## config.mk

```make
export PLATFORM = sky130hd
export DESIGN_NAME = rv_mem_arb
export DESIGN_NICKNAME = d
export VERILOG_FILES = /design/src/rtl/rv_mem_arb.sv
export SDC_FILE = /design/constraint.sdc
export NUM_CORES = 1
export LEC_CHECK = 0
export CAP_MARGIN = 20
export CORE_AREA = 5 5 106 108
export CTS_CLUSTER_DIAMETER = 120
export DETAILED_ROUTE_END_ITERATION = 10
export DIE_AREA = 0 0 111 113
export PLACE_DENSITY = 0.71
export SYNTH_ARGS = -nofsm -noshare
export SYNTH_HDL_FRONTEND = slang
export SYNTH_SLANG_ARGS = --single-unit
```

## constraint.sdc

```tcl
create_clock -name clk -period 2.7 [get_ports clk]
set_clock_uncertainty 0.2 [all_clocks]
set_input_delay 0.675 -clock clk [delete_from_list [all_inputs] [get_ports clk]]
set_output_delay 0.675 -clock clk [all_outputs]
set_load 0.02 [all_outputs]
```

## src/rtl/rv_mem_arb.sv

```systemverilog
// rv_mem_arb: shares one single-port unified memory between instruction fetch (read-only)
// and the memory-access stage (loads/stores). Data accesses win by default; a fetch that
// has lost STARVE_LIMIT consecutive cycles is given priority until it is served. Read
// responses come back in order and are steered to their requester by an owner-tag FIFO.
//
// Ports:
//   clk, rst                       clock, synchronous active-high reset
//   if_req/if_addr/if_gnt          fetch request channel
//   if_rsp_valid/if_rsp_data       fetch read response
//   ma_req/ma_wr_en/ma_addr/
//   ma_wr_data/ma_byte_en/ma_gnt   data request channel
//   ma_rsp_valid/ma_rsp_data       load response
//   mem_req..mem_byte_en           request to memory, mem_ready accepts it
//   mem_rsp_valid/mem_rsp_data     in-order read data from memory
//   err_orphan                     sticky: response arrived with no read outstanding
module rv_mem_arb #(
    parameter int unsigned MAX_OUTST    = 4,
    parameter int unsigned STARVE_LIMIT = 3
) (
    input  logic        clk,
    input  logic        rst,
    input  logic        if_req,
    input  logic [31:0] if_addr,
    output logic        if_gnt,
    output logic        if_rsp_valid,
    output logic [31:0] if_rsp_data,
    input  logic        ma_req,
    input  logic        ma_wr_en,
    input  logic [31:0] ma_addr,
    input  logic [31:0] ma_wr_data,
    input  logic [3:0]  ma_byte_en,
    output logic        ma_gnt,
    output logic        ma_rsp_valid,
    output logic [31:0] ma_rsp_data,
    output logic        mem_req,
    output logic        mem_wr_en,
    output logic [31:0] mem_addr,
    output logic [31:0] mem_wr_data,
    output logic [3:0]  mem_byte_en,
    input  logic        mem_ready,
    input  logic        mem_rsp_valid,
    input  logic [31:0] mem_rsp_data,
    output logic        err_orphan
);

    localparam int unsigned CntW = $clog2(MAX_OUTST + 1);
    localparam int unsigned PtrW = (MAX_OUTST > 1) ? $clog2(MAX_OUTST) : 1;
    localparam int unsigned StW  = $clog2(STARVE_LIMIT + 1);
    localparam logic [CntW-1:0] MaxCnt   = CntW'(MAX_OUTST);
    localparam logic [PtrW-1:0] LastPtr  = PtrW'(MAX_OUTST - 1);
    localparam logic [StW-1:0]  LimitCnt = StW'(STARVE_LIMIT);

    typedef enum logic [0:0] {DataPri, FetchPri} pri_e;

    pri_e            state;
    logic [StW-1:0]  starve_cnt;
    logic [StW-1:0]  starve_inc;
    logic            tags [MAX_OUTST];  // 0 = fetch, 1 = data
    logic [PtrW-1:0] wr_ptr;
    logic [PtrW-1:0] rd_ptr;
    logic [CntW-1:0] cnt;
    logic            err_q;

    logic active;
    logic sel_ma;
    logic win_req;
    logic is_store;
    logic can_issue;
    logic grant;
    logic push;
    logic pop;
    logic head;

    assign active  = ~rst;
    // Winner is chosen even when only one side requests, so the FSM only breaks ties.
    assign sel_ma  = (state == DataPri) ? ma_req : ~if_req;
    assign win_req = sel_ma ? ma_req : if_req;

    assign mem_req     = active & win_req;
    assign mem_wr_en   = mem_req & sel_ma & ma_wr_en;
    assign mem_addr    = !mem_req ? 32'h0 : (sel_ma ? ma_addr : if_addr);
    assign mem_wr_data = (mem_req & sel_ma & ma_wr_en) ? ma_wr_data : 32'h0;
    assign mem_byte_en = !mem_req ? 4'h0 : (sel_ma ? ma_byte_en : 4'hf);

    // A response popping this cycle frees a slot, so a full FIFO can still accept a read.
    assign is_store  = sel_ma & ma_wr_en;
    assign can_issue = mem_ready & (is_store | (cnt != MaxCnt) | mem_rsp_valid);
    assign grant     = mem_req & can_issue;
    assign if_gnt    = grant & ~sel_ma;
    assign ma_gnt    = grant & sel_ma;
    assign push      = grant & ~is_store;

    assign pop          = active & mem_rsp_valid & (cnt != '0);
    assign head         = tags[rd_ptr];
    assign if_rsp_valid = pop & ~head;
    assign ma_rsp_valid = pop & head;
    assign if_rsp_data  = active ? mem_rsp_data : 32'h0;
    assign ma_rsp_data  = active ? mem_rsp_data : 32'h0;
    assign err_orphan   = active & err_q;

    assign starve_inc = starve_cnt + StW'(1);

    always_ff @(posedge clk) begin
        if (rst) begin
            state      <= DataPri;
            starve_cnt <= '0;
        end else begin
            unique case (state)
                DataPri: begin
                    if (if_req && !if_gnt) begin
                        starve_cnt <= starve_inc;
                        if (starve_inc == LimitCnt) state <= FetchPri;
                    end else begin
                        starve_cnt <= '0;
                    end
                end
                FetchPri: begin
                    if (if_gnt || !if_req) begin
                        state      <= DataPri;
                        starve_cnt <= '0;
                    end
                end
                default: state <= DataPri;
            endcase
        end
    end

    always_ff @(posedge clk) begin
        if (push) tags[wr_ptr] <= sel_ma;
    end

    always_ff @(posedge clk) begin
        if (rst) begin
            wr_ptr <= '0;
            rd_ptr <= '0;
            cnt    <= '0;
            err_q  <= 1'b0;
        end else begin
            if (push) wr_ptr <= (wr_ptr == LastPtr) ? '0 : wr_ptr + PtrW'(1);
            if (pop)  rd_ptr <= (rd_ptr == LastPtr) ? '0 : rd_ptr + PtrW'(1);
            if (push && !pop)      cnt <= cnt + CntW'(1);
            else if (pop && !push) cnt <= cnt - CntW'(1);
            if (mem_rsp_valid && cnt == '0) err_q <= 1'b1;
        end
    end

endmodule

```

# [After elaboration in Yosys (flattened, before gate mapping)]
# Memory sizes are Yosys's and may differ from the RTL's. A register that Yosys moved wholly into a read port is not among the register bits.
# Index checks and enable logic that the tools add are counted.
[totals] mem_bits_rw=4 word_cells=74 mem_count=1 regBits=11
[classes] n_addsub=5 reduce_logical=12 eq_ne=5 muxes=23 bitwise=22
[memory_table] memory="tags" words=4 word_bits=1 rd=1 rd_ports_with_merged_regs=1 wr=1 line_no="58" rtl="logic tags [MAX_OUTST];"
[ops] operator="$mux W32" n=4
[ops] operator="$and A1 B1 Y1" n=14
[ops] operator="$mux W2" n=6
[ops] operator="$mux W4" n=2
[ops] operator="$mux W1" n=7
[ops] operator="$add A2 B1 Y2 const B" n=3
[ops] operator="$eq A2 B2 Y1 const B" n=3
[ops] operator="$mux W3" n=2
[ops] operator="$not A1 Y1" n=6
[ops] operator="$logic_and A1 B1 Y1" n=4
[ops] operator="$logic_not A1 Y1" n=4
[ops] operator="$pmux W2 S2" n=1
[ops] operator="$add A3 B1 Y3 const B" n=1
[ops] operator="$logic_not A3 Y1" n=1
[ops] operator="$ne A3 B3 Y1 const B" n=1
[ops] operator="$reduce_bool A3 Y1" n=1
[ops] operator="$sub A3 B1 Y3 const B" n=1
[ops] operator="$ne A2 B1 Y1 const B" n=1
[ops] operator="$or A1 B1 Y1" n=2
[ops] operator="$pmux W1 S2" n=1
[ops] operator="$reduce_bool A2 Y1" n=1
[ops] operator="$logic_or A1 B1 Y1" n=1

# [Longest topological paths before layout]
[depth] ltp_word=12 ltp_mapped=11 ltp_nobuf=10

# [Worst setup path before layout]
# No wires, ideal clock.
[synth_path] path_type="input port to flip-flop" startpoint="input rst" endpoint="register cnt[2]" path_buffers=1 t_arrival_ns=2.703 stages=11 setup_ns=0.070 slack_ns=-0.274 cell_sequence="buf_2 -> o21bai_4 -> inv_1 -> nand3_2 -> a21oi_2 -> ha_1 -> inv_1 -> fa_1 -> xor2_1 -> or3_1 -> a21oi_1"
[synth_via] elab_chain_len=7
[synth_lines] item="from (decl)" line_no="21" rtl="input logic rst,"
[synth_lines] item="$not A1 Y1 (*)" line_no="74" rtl="assign active = ~rst;"
[synth_lines] item="$and A1 B1 Y1 (*)" line_no="79" rtl="assign mem_req = active & win_req;"
[synth_lines] item="net mem_req" line_no="35" rtl="output logic mem_req,"
[synth_lines] item="$and A1 B1 Y1 (*)" line_no="88" rtl="assign grant = mem_req & can_issue;"
[synth_lines] item="$and A1 B1 Y1 (*)" line_no="91" rtl="assign push = grant & ~is_store;"
[synth_lines] item="net push" line_no="70" rtl="logic push;"
[synth_lines] item="$logic_not A1 Y1" line_no="142" rtl="else if (pop && !push) cnt <= cnt - CntW'(1);"
[synth_lines] item="$logic_and A1 B1 Y1" line_no="142"
[synth_lines] item="$reduce_bool A2 Y1 (no line)"
[synth_lines] item="to (signal assigned)" line_no="141" rtl="if (push && !pop) cnt <= cnt + CntW'(1);"
[synth_lines] item="to (signal assigned)" line_no="142"
[synth_lines] item="to (decl)" line_no="61" rtl="logic [CntW-1:0] cnt;"
# Mark *: on every way through the listed nets, which the timed path passes. The rest lies on a longest branch.
# A chain may end at the register's enable or synchronous reset.

# [Final worst setup path]
[layout_path] startpoint="input ma_wr_en" endpoint="output mem_wr_data[19]"
[layout_via] elab_chain_len=2
[layout_lines] item="from (decl)" line_no="28" rtl="input logic ma_wr_en,"
[layout_lines] item="$and A1 B1 Y1" line_no="82" rtl="assign mem_wr_data = (mem_req & sel_ma & ma_wr_en) ? ma_wr_data : 32'h0;"
[layout_lines] item="$mux W32" line_no="82"
[layout_lines] item="to (decl)" line_no="38" rtl="output logic [31:0] mem_wr_data,"
# No other way between the ends.

==> results.yml <==
run_status:
  status: "complete, no violations"
min_path:
  holdCritPathClass: "reg -> reg"
  hold_start: "err_q"
  min_path_cells: 2
  min_to: "err_q"
cts:
  clk_pin_slew_worst_paths_ps: 70
  cts-root-buf: "clkbuf_8"
  htree_levels: 1
  cts_hold_buf: 0
  cts_inserted_buffers: 3
  cts_buffer_depth: 2
  cts_num_sinks: 17
  cts_tree: "done"
  clkLatencyLatePin_ps: 250
yosys:
  ys_seq_area_frac: 0.188
  syn-mean-instance-area_um2: 6.65
  synth_edf_count: 4
  syn_inst: 304
  yosysMostFrequentCell: "nand2_1"
  synth_top_flop_cell: "dfxtp_1"
  synth_top_cell_area_share: 0.129
  yosys_register_bits: 17
  ys_top_cells_by_count: "nand2_1 (66), a21oi_1 (35), nor2b_1 (34), and2_1 (33), buf_4 (33)"
  syn_area_um2: 2020
  synth_top_area_cell: "dfxtp_1"
  syn-num-nets: 451
  ys_types: 36
  yosys_warnings: 0
  async_flop_share: 0
  ys_top_cells_by_area: "dfxtp_1 (13%), buf_4 (12%), nand2_1 (12%)"
power_and_ir_drop:
  power.total_mw: 1.32
  ir_worst_vdd_mv: 0.161
  power_density_nw_per_um2: 269
  cellLeakagePower_nw: 2.44
timing:
  fin_tns_setup_ps: 0
  fin_crit_sh: 0.985
  clock.fmax_mhz: 376
  hold_viol: 0
  worstMarginPinSlew_ps: 330
  setup_viol: 0
  period_needed_ps: 2660
  drv_slew: 0
  fin_hold_ws_ps: 268
  maxSlewHeadroom: 0.777
die:
  std_cell_rows: 37
  die_width_um: 111
  io_pins: 278
  start_util: 0.199
  core-area_um2: 10100
  fp.dieH_um: 113
  dieArea_um2: 12500
global_routing:
  grt_max_degree: 33
  grt_pass1_vias: 3056
  antenna_found_initial: 0
  grt_pass1_wl_um: 16600
  grt_usage: 0.161
  grt_overflow: 0
place:
  gp_congestion: 0.889
  dp_cells: 693
  dpl.hpwl_um: 8870
  postPlaceCellArea_um2: 4910
  numPortBuffers: 277
route:
  via_per_inst: 4.16
  antenna_left: 0
  first_pass_iters: 5
  post_drt_wl_per_cell_um: 15.3
  vias: 2968
  routed_wl_um: 10900
  drt_iter0_markers: 77
  drc: 0
worst_setup_path:
  cp-end-kind: "output port"
  cp-start-kind: "primary input"
  reg2reg_depth: 11
  worstReg2RegEnd: "cnt[2]"
  rrSetupSlack_ps: 160
  cp.arrival_ps: 1780
  crit_type: "in -> out"
  reg2reg_from: "state"
  crit_required_ps: 1820
  critPathMaxFanout: 8
cells_and_area:
  final_nets: 725
  drive_above_1_share: 0.244
  final_cells: 713
  area_growth_pct: 143
  diodes: 0
  stdcell_area_um2: 4920
flow_run:
  maxCapViolations: 0
-- critical path, cell delays in order --
cell and delay (ps):
dlygate4sd2_1 250, and4b_2 280, buf_6 140, buf_16 120, and2_1 150, buf_4 150
-- cell type report --
cell class	count	area (um^2)
Fill cell	1019	5220
Timing Repair Buffer	319	2920
Multi-Input combinational cell	230	1360
Sequential cell	17	380
Tap cell	136	170
Inverter	7	43.8
Clock buffer	3	41.3
Clock inverter	1	5.00
-- power by group --
part	leakage, nW	internal, mW	switching, mW	total, mW
clock	0.0255	0.102	0.0892	0.192
sequential	0.143	0.290	0.0246	0.314
combinational	2.27	0.441	0.375	0.816
total	2.44	0.833	0.489	1.32
-- metal layers --
metal	vias to the layer above	global-route usage	part of all wire
met5	-	0	0
met4	0	0.0263	0.013
met3	10	0.0337	0.050
met2	116	0.318	0.56
met1	1358	0.179	0.38
li1	1484	-	-
-- how the worst max path moves through the flow --
stage,startpoint,end,slack [ps],cells past startpoint
after CTS,ma_req,mem_wr_data[14],1,7
after floorplan,rst,cnt[2],-60,11
after global routing,mem_rsp_valid,cnt[2],-4,10
final,ma_wr_en,mem_wr_data[19],40,6
after global placement,ma_req,mem_wr_data[27],-660,6
after detailed placement,if_req,mem_addr[5],-670,7
-- cells in the final DEF, fill, tap and decap left out, types with 4 or more instances in the layout --
master	netlist	routed
a21oi_1	35	33
and2_1	33	32
and3_1	5	5
buf_12	0	7
buf_16	0	4
buf_2	6	58
buf_4	33	28
buf_6	0	15
clkdlybuf4s15_2	0	4
clkdlybuf4s50_1	0	132
dfxtp_1	13	13
dlygate4sd2_1	0	66
edfxtp_1	4	4
ha_1	7	6
nand2_1	66	65
nor2_1	25	24
nor2b_1	34	34
-- cells by family (layout without fill, tap and decap cells) --
family / after synthesis / after routing / synth area share
buffers and inverters: 57 / 330 / 0.171
adder cells (fa/ha/maj): 8 / 8 / 0.0532
AO/OA/AOI/OAI: 43 / 43 / 0.120
multiplexers: 3 / 3 / 0.0235
AND/OR/NAND/NOR: 173 / 173 / 0.431
XOR/XNOR: 3 / 3 / 0.0130
flip-flops: 17 / 17 / 0.188
-- per-stage QoR --
stage,util,setup WS [ps]
4_1_cts,0.489,1.01
2_1_floorplan,-,-61.4
5_1_grt,0.485,-3.72
3_3_place_gp,0.484,-661
6_report,0.485,41.4
3_5_place_dp,0.484,-666
-- what timing repair did --
| action | 4_1_cts | 5_1_grt |
|---|---|---|
| gates cloned | 4 | 0 |
| pin swaps | 5 | 8 |
| gates resized for setup | 375 | 36 |
| setup endpoints to repair | 140 | 49 |
| buffers inserted | 8 | 5 |
(Power assumes the default switching activity.)
